===== src/rtl/key_counter_pkg.sv =====
// Shared constants and types for the DE2 up/down key counter.
package key_counter_pkg;

  // 20 ms of stable level at 50 MHz before a key change is believed.
  localparam int DEBOUNCE_DEFAULT = 1_000_000;

  localparam int COUNT_W = 4;
  localparam logic [COUNT_W-1:0] COUNT_MAX = 4'hF;
  localparam logic [COUNT_W-1:0] COUNT_MIN = 4'h0;

  // Active-low seven-segment glyphs, bit order gfedcba, indexed by digit 0..F.
  localparam logic [15:0][6:0] SEG_GLYPHS = {
    7'b0001110,  // F
    7'b0000110,  // E
    7'b0100001,  // d
    7'b1000110,  // C
    7'b0000011,  // b
    7'b0001000,  // A
    7'b0010000,  // 9
    7'b0000000,  // 8
    7'b1111000,  // 7
    7'b0000010,  // 6
    7'b0010010,  // 5
    7'b0011001,  // 4
    7'b0110000,  // 3
    7'b0100100,  // 2
    7'b1111001,  // 1
    7'b1000000   // 0
  };

  // What the counter does in a given cycle once both key pulses are known.
  typedef enum logic [1:0] {
    STEP_NONE = 2'd0,
    STEP_UP   = 2'd1,
    STEP_DOWN = 2'd2
  } step_e;

  typedef struct packed {
    logic underflow;
    logic overflow;
  } wrap_flags_t;

  function automatic logic [6:0] seg_of(input logic [COUNT_W-1:0] digit);
    return SEG_GLYPHS[digit];
  endfunction

  function automatic step_e step_of(input logic up, input logic down);
    step_e s;
    s = STEP_NONE;
    if (up && !down) begin
      s = STEP_UP;
    end else if (down && !up) begin
      s = STEP_DOWN;
    end
    return s;
  endfunction

endpackage


===== src/rtl/key_debouncer.sv =====
// Per-key conditioning: 2-flop synchronizer, stable-level debounce and a
// single-cycle pulse on the released->pressed transition of the stable level.
module key_debouncer
  import key_counter_pkg::*;
#(
  parameter int DEBOUNCE_CYCLES = DEBOUNCE_DEFAULT
) (
  input  logic clk,
  input  logic rst_n,
  input  logic key_raw_n,
  output logic press_o
);

  localparam int CNT_W = $clog2(DEBOUNCE_CYCLES + 1);
  // The level is accepted on the increment that would bring the count to
  // DEBOUNCE_CYCLES, so compare against the value one below it.
  localparam logic [CNT_W-1:0] CNT_LAST = CNT_W'(DEBOUNCE_CYCLES - 1);
  localparam logic [CNT_W-1:0] CNT_ONE  = CNT_W'(1);

  logic [1:0]       sync_q, sync_d;
  logic             stable_q, stable_d;
  logic [CNT_W-1:0] cnt_q, cnt_d;
  logic             press_q, press_d;

  logic key_sync;
  assign key_sync = sync_q[1];

  // Synchronizer shift: raw pin enters bit 0, bit 1 is the only consumer.
  always_comb begin
    sync_d = {sync_q[0], key_raw_n};
  end

  // Debounce: count cycles of disagreement, accept the new level after enough.
  always_comb begin
    cnt_d    = cnt_q;
    stable_d = stable_q;
    if (key_sync == stable_q) begin
      cnt_d = '0;
    end else if (cnt_q == CNT_LAST) begin
      stable_d = key_sync;
      cnt_d    = '0;
    end else begin
      cnt_d = cnt_q + CNT_ONE;
    end
  end

  // Press pulse only on released (1) -> pressed (0); release is silent.
  always_comb begin
    press_d = stable_q & ~stable_d;
  end

  // State registers; reset leaves the key looking released with no pending work.
  always_ff @(posedge clk or negedge rst_n) begin
    if (!rst_n) begin
      sync_q   <= 2'b11;
      stable_q <= 1'b1;
      cnt_q    <= '0;
      press_q  <= 1'b0;
    end else begin
      sync_q   <= sync_d;
      stable_q <= stable_d;
      cnt_q    <= cnt_d;
      press_q  <= press_d;
    end
  end

  assign press_o = press_q;

endmodule


===== src/rtl/key_updown_counter_de2.sv =====
// Two-key modulo-16 up/down counter with wrap flags and a hex display.
module key_updown_counter_de2
  import key_counter_pkg::*;
#(
  parameter int DEBOUNCE_CYCLES = DEBOUNCE_DEFAULT
) (
  input  logic       CLOCK_50,
  input  logic       RESET_N,
  input  logic       KEY_UP,
  input  logic       KEY_DOWN,
  output logic [3:0] LEDR,
  output logic [1:0] LEDG,
  output logic [6:0] HEX0
);

  logic [1:0] rst_sync_q, rst_sync_d;
  logic       rst_int_n;

  logic press_up;
  logic press_down;

  logic [COUNT_W-1:0] count_q, count_d;
  wrap_flags_t        flags_q, flags_d;
  step_e              step;

  // Reset synchronizer: assert immediately, release two clocks later.
  always_comb begin
    rst_sync_d = {rst_sync_q[0], 1'b1};
  end

  // Reset synchronizer flops, cleared directly by the board reset.
  always_ff @(posedge CLOCK_50 or negedge RESET_N) begin
    if (!RESET_N) begin
      rst_sync_q <= 2'b00;
    end else begin
      rst_sync_q <= rst_sync_d;
    end
  end

  assign rst_int_n = rst_sync_q[1];

  key_debouncer #(
    .DEBOUNCE_CYCLES(DEBOUNCE_CYCLES)
  ) u_deb_up (
    .clk      (CLOCK_50),
    .rst_n    (rst_int_n),
    .key_raw_n(KEY_UP),
    .press_o  (press_up)
  );

  key_debouncer #(
    .DEBOUNCE_CYCLES(DEBOUNCE_CYCLES)
  ) u_deb_down (
    .clk      (CLOCK_50),
    .rst_n    (rst_int_n),
    .key_raw_n(KEY_DOWN),
    .press_o  (press_down)
  );

  // Simultaneous up and down cancel out: neither count nor flags move.
  always_comb begin
    step = step_of(press_up, press_down);
  end

  // Count and wrap flags: a wrap sets its own flag, any other step clears both.
  always_comb begin
    count_d = count_q;
    flags_d = flags_q;
    unique case (step)
      STEP_UP: begin
        count_d = count_q + 4'd1;
        flags_d.overflow  = (count_q == COUNT_MAX);
        flags_d.underflow = 1'b0;
      end
      STEP_DOWN: begin
        count_d = count_q - 4'd1;
        flags_d.underflow = (count_q == COUNT_MIN);
        flags_d.overflow  = 1'b0;
      end
      default: begin
        count_d = count_q;
        flags_d = flags_q;
      end
    endcase
  end

  // Counter state, held at zero while the synchronized reset is active.
  always_ff @(posedge CLOCK_50 or negedge rst_int_n) begin
    if (!rst_int_n) begin
      count_q <= '0;
      flags_q <= '0;
    end else begin
      count_q <= count_d;
      flags_q <= flags_d;
    end
  end

  assign LEDR    = count_q;
  assign LEDG[0] = flags_q.overflow;
  assign LEDG[1] = flags_q.underflow;
  assign HEX0    = seg_of(count_q);

endmodule


===== config.mk =====
export PLATFORM = sky130hd
export DESIGN_NAME = key_updown_counter_de2
export DESIGN_NICKNAME = d
export VERILOG_FILES = /design/src/rtl/key_counter_pkg.sv /design/src/rtl/key_debouncer.sv /design/src/rtl/key_updown_counter_de2.sv
export SDC_FILE = /design/constraint.sdc
export NUM_CORES = 1
export LEC_CHECK = 0
export ABC_AREA = 0
export BUFFER_PORTS_ARGS = -buffer_cell sky130_fd_sc_hd__buf_2
export CORE_MARGIN = 10
export CORE_UTILIZATION = 45
export CTS_CLUSTER_DIAMETER = 40
export DETAILED_ROUTE_END_ITERATION = 10
export GPL_TIMING_DRIVEN = 1
export PLACE_DENSITY = 0.67
export SLEW_MARGIN = 20
export SYNTH_ARGS = -nofsm -noshare
export SYNTH_HDL_FRONTEND = slang
export SYNTH_HIERARCHICAL = 1
export SYNTH_SLANG_ARGS = --single-unit

===== constraint.sdc =====
create_clock -name CLOCK_50 -period 1.8 [get_ports CLOCK_50]
set_clock_uncertainty 0.15 [all_clocks]
set_input_delay 0.18 -clock CLOCK_50 [delete_from_list [all_inputs] [get_ports CLOCK_50]]
set_output_delay 0.18 -clock CLOCK_50 [all_outputs]
set_load 0.1 [all_outputs]

==> results list <==
- Clock latency at the later pin of the worst-skew pair: 0.31 ns
- Pin count of the biggest net entering global routing: 38
- FF-to-FF Start: u_deb_up/cnt_q[1]$_DFF_PN0_
* Critical path depth in cells: 6
* Per-instance average area after synthesis: 9.85 sq um
* Clock tree from TritonCTS: done
* Buffers on Ports: 16
- Reg clk slew, reported paths: 0.10 ns
- The critical path ends at HEX0[3].
- The total overflow left after global routing is 0.
- In this run the remaining antenna-violating nets after routing total 0.
* Worst Slack Setup Final: -0.172 ns
* Number of cells produced by synthesis: 301
- In this run the deepest clock path goes through 2 buffers.
* Diodes inserted: 0
* End of the worst register-to-register path: u_deb_up/cnt_q[18]$_DFF_PN0_
* Setup violations, final: 14
- Summed over all layers, the routed wires come to 7.09 mm.
- Detailed-router iteration count before antenna repair: 4
- Reg-to-reg slack, setup: -0.14 ns
* Critical Path Fanout Max: 4
- The synthesized design devotes to its leading area cell type 42.2% of total area.
- Row generation in the floorplan step produced 29 rows.
- The commonest cells after synthesis are sky130_fd_sc_hd__dfrtp_1 (50), sky130_fd_sc_hd__nor2_1 (37), sky130_fd_sc_hd__xnor2_1 (20).
- Post-detailed-route DRC marker count: 0
- Cell family with most CP delay: flip-flops
* First-pass GRT wire length: 10.9 mm
- After legalization and detailed placement, the total HPWL measured 4.44 mm.
- In this run the worst setup path begins at LEDR[1]$_DFFE_PN0P_.
* Max-slew violation count: 0
- Critical path capture point type: output pin
- Io pins: 17
- The final count of hold timing violations came to 0.
- Maximum frequency from static timing analysis: 507 MHz
- For this run, the leading register cell type out of synthesis is sky130_fd_sc_hd__dfrtp_1.
- Counting flops and latches in the post-synthesis netlist gives 56.
- Share of synthesized area occupied by flip-flops and latches: 47.5%
- Final worst-path cycle share: 110%
* CP cell instances: inv_4 > ha_4 > nor2b_4 > nor3_4 > a31oi_4 > buf_12
* Dominant cells by area after synthesis: sky130_fd_sc_hd__dfrtp_1 (42%), sky130_fd_sc_hd__xnor2_1 (5.9%), sky130_fd_sc_hd__dfstp_2 (5.3%)
* Data required, critical path: 1.47 ns
- After synthesis, the largest family of logic cells by area is simple AND/OR/NAND/NOR gates.
* Synth-to-Final Area Change: 47.7%
* GRT Util Overall: 12.7%
* Starting density of the core: 46.4%
- For this run, the slowest stage of the critical path takes 0.45 ns.
- Post-synth ARST share: 100%
* Placeable Area: 6390 sq um
- The number of cells on the worst reg-to-reg path is 6.
* Weighted congestion reported at the end of routability-driven placement: 0.880
- Data arrives at the worst endpoint at 1.64 ns.
* Fraction of layout cells with a size suffix above 1: 49.1%
- Number of buffers created by CTS: 5
- From left edge to right edge, the die measures 101 um.
* Worst vdd rail ir drop: 0.369 mV
* Top cell type by total area after synthesis: sky130_fd_sc_hd__dfrtp_1
* Basic-gate share of the synthesized area counting and, or, nand and nor cells: 22.3%
* Top-count cell post-synth: sky130_fd_sc_hd__dfrtp_1
* Leakage dissipation: 1.78 nW
- The cell area that synthesis handed to floorplanning was 2970 sq um.
- Dividing the detail-routed wire length by the instance count gives 15.4 um.
- In the synthesized netlist, mux cells make up 2.49% of the area.
- Clock tree synthesis found a total of 56 sinks.
- Detailed router's first-iteration violation count: 84
* Net count reported at finish: 399
- The number of nets handed over by synthesis was 316.
- Setup crit start kind: register
- Among all stages on the critical path, the largest delay is contributed by sky130_fd_sc_hd__dfrtp_2.
- Worst min path class: input pin to async pin
- The via count of the first global-routing pass came to 2,449.
- The synthesized netlist devotes 10.0% of its cell area to compound gates.
- Of the total synthesized cell area, the portion taken by full adders, half adders and majority gates is 4.64%.
- The die covers 10,200 sq um.
- Setup repair after global routing could not meet its margin everywhere.
* Post-Synth XOR/XNOR Area: 8.57%
- Final non-filler cell total: 462
* Buffers plus inverters on the worst setup path: 2
- Number of enable-type register cells in the synthesized netlist: 0
* Die Y: 101 um
- For this design the ratio of total power to cell area is 488 nW/um^2.
- Number of vias in the routed layout: 2,539
- By startpoint and endpoint, the worst setup path is classified as register to output pin.
* Dpl cells: 436
* Root buffer selected by CTS: sky130_fd_sc_hd__clkbuf_8
- The H-tree generated during clock tree synthesis spans 2 levels.
- Yosys warning total: 6
* Number of vias per cell after detailed routing: 5.50
* Max-capacitance violation count: 0
- Library cells used by synthesis: 48
* Minimum period implied by the final worst setup slack: 1.97 ns
- Number of antenna violations at the first check in global routing: 0
* Violated checks: setup timing
- Total design power: 2.14 mW
* Outcome: finished, violations left
==> stage by stage <==
| stage | cell area (sq um) | util, % | TNS [ns] | setup slack [ns] | hold slack, ns |
|---|---|---|---|---|---|
| global route | 4380 | 68.6 | -3.48 | -0.224 | 0.0413 |
| floorplan | 3130 | - | -3.30 | -0.483 | -0.266 |
| CTS | 4070 | 63.8 | -1.27 | -0.172 | 0.0127 |
| detailed placement | 3790 | 59.4 | -0.818 | -0.138 | -0.179 |
| global placement | 3790 | 59.4 | -0.366 | -0.0931 | -0.185 |
| finish | 4380 | 68.6 | -1.53 | -0.172 | 0.0238 |
==> cell families after synthesis <==
kind of cell             Yosys count
AND/OR/NAND/NOR                  121
flip-flops                        56
AO/OA/AOI/OAI                     46
buffers and inverters             30
XOR/XNOR                          29
adder cells (fa/ha/maj)           11
multiplexers                       7
other                              1
==> flip-flops by register name, summed over array words and instances (netlist names), 2 cells and up <==
name and count:
u_deb_down/sync_q 2, LEDG 2, LEDR 4, u_deb_down/cnt_q 20, rst_sync_q 2, u_deb_up/sync_q 2
u_deb_up/cnt_q 20
==> worst min-delay path by stage <==
stage / from / slack, ns / depth (start not counted) / end
5_1_grt: RESET_N / 0.04 / 2 / rst_sync_q[1]$_DFF_PN0_
4_1_cts: RESET_N / 0.01 / 2 / rst_sync_q[1]$_DFF_PN0_
6_report: RESET_N / 0.02 / 2 / rst_sync_q[1]$_DFF_PN0_
3_5_place_dp: RESET_N / -0.18 / 1 / rst_sync_q[0]$_DFF_PN0_
2_1_floorplan: RESET_N / -0.27 / 0 / rst_sync_q[0]$_DFF_PN0_
3_3_place_gp: RESET_N / -0.19 / 1 / rst_sync_q[0]$_DFF_PN0_
==> power by group <==
group / leakage, nW / internal, mW / total [mW] / switching (mW)
Clock: 0.0445 / 0.314 / 0.721 / 0.407
Sequential: 0.736 / 1.28 / 1.30 / 0.0237
Combinational: 1.00 / 0.0550 / 0.113 / 0.0580
==> cell usage in the layout, fill, tap and decap left out, types with 3 or more instances in the layout <==
cell                             n
sky130_fd_sc_hd__buf_4          58
sky130_fd_sc_hd__dfrtp_1        40
sky130_fd_sc_hd__nor2_1         37
sky130_fd_sc_hd__xnor2_1        20
sky130_fd_sc_hd__inv_1          15
sky130_fd_sc_hd__nand3_1        11
sky130_fd_sc_hd__nand2_1        11
sky130_fd_sc_hd__buf_12         11
sky130_fd_sc_hd__dfrtp_2        10
sky130_fd_sc_hd__a21oi_2        10
sky130_fd_sc_hd__xor2_1          9
sky130_fd_sc_hd__buf_2           9
sky130_fd_sc_hd__or3_4           8
sky130_fd_sc_hd__buf_6           8
sky130_fd_sc_hd__nand4_1         7
sky130_fd_sc_hd__ha_1            6
sky130_fd_sc_hd__clkbuf_8        6
sky130_fd_sc_hd__nand3_2         6
sky130_fd_sc_hd__or4_4           6
sky130_fd_sc_hd__dfstp_2         6
sky130_fd_sc_hd__o21ai_4         5
sky130_fd_sc_hd__a21oi_1         5
sky130_fd_sc_hd__o21ai_0         5
sky130_fd_sc_hd__ha_4            4
sky130_fd_sc_hd__nor3_1          4
sky130_fd_sc_hd__o21ai_1         3
sky130_fd_sc_hd__mux2_2          3
sky130_fd_sc_hd__dlygate4sd3_1   3
sky130_fd_sc_hd__nor4_2          3
sky130_fd_sc_hd__o31ai_2         3
==> layout make-up <==
class	instances	area, sq um
fillers	456	2010
multi-input cells	215	1880
flip-flops and latches	56	1420
repair buffers	89	821
well taps	77	96.3
clock buffers	7	86.3
inverters	17	68.8
clock inverters	1	7.51
==> per-layer routing <==
metal	global-route usage, %	share of wire [%]	vias to the layer above
met5	0	0	-
met4	3.97	1.6	0
met2	22.9	54	50
met1	14.8	41	1268
met3	2.25	3.1	12
li1	-	-	1209
==> what timing repair did <==
| item | CTS | global route |
|---|---|---|
| pin swaps | 8 | 16 |
| hold buffers | 3 | 0 |
| cloned | 0 | 1 |
| resized for setup | 24 | 56 |
| buffers inserted | 7 | 7 |
| endpoints found under the setup margin | 17 | 50 |
| endpoints found under the hold margin | 4 | 0 |
Power figures use the tool's default switching activity.
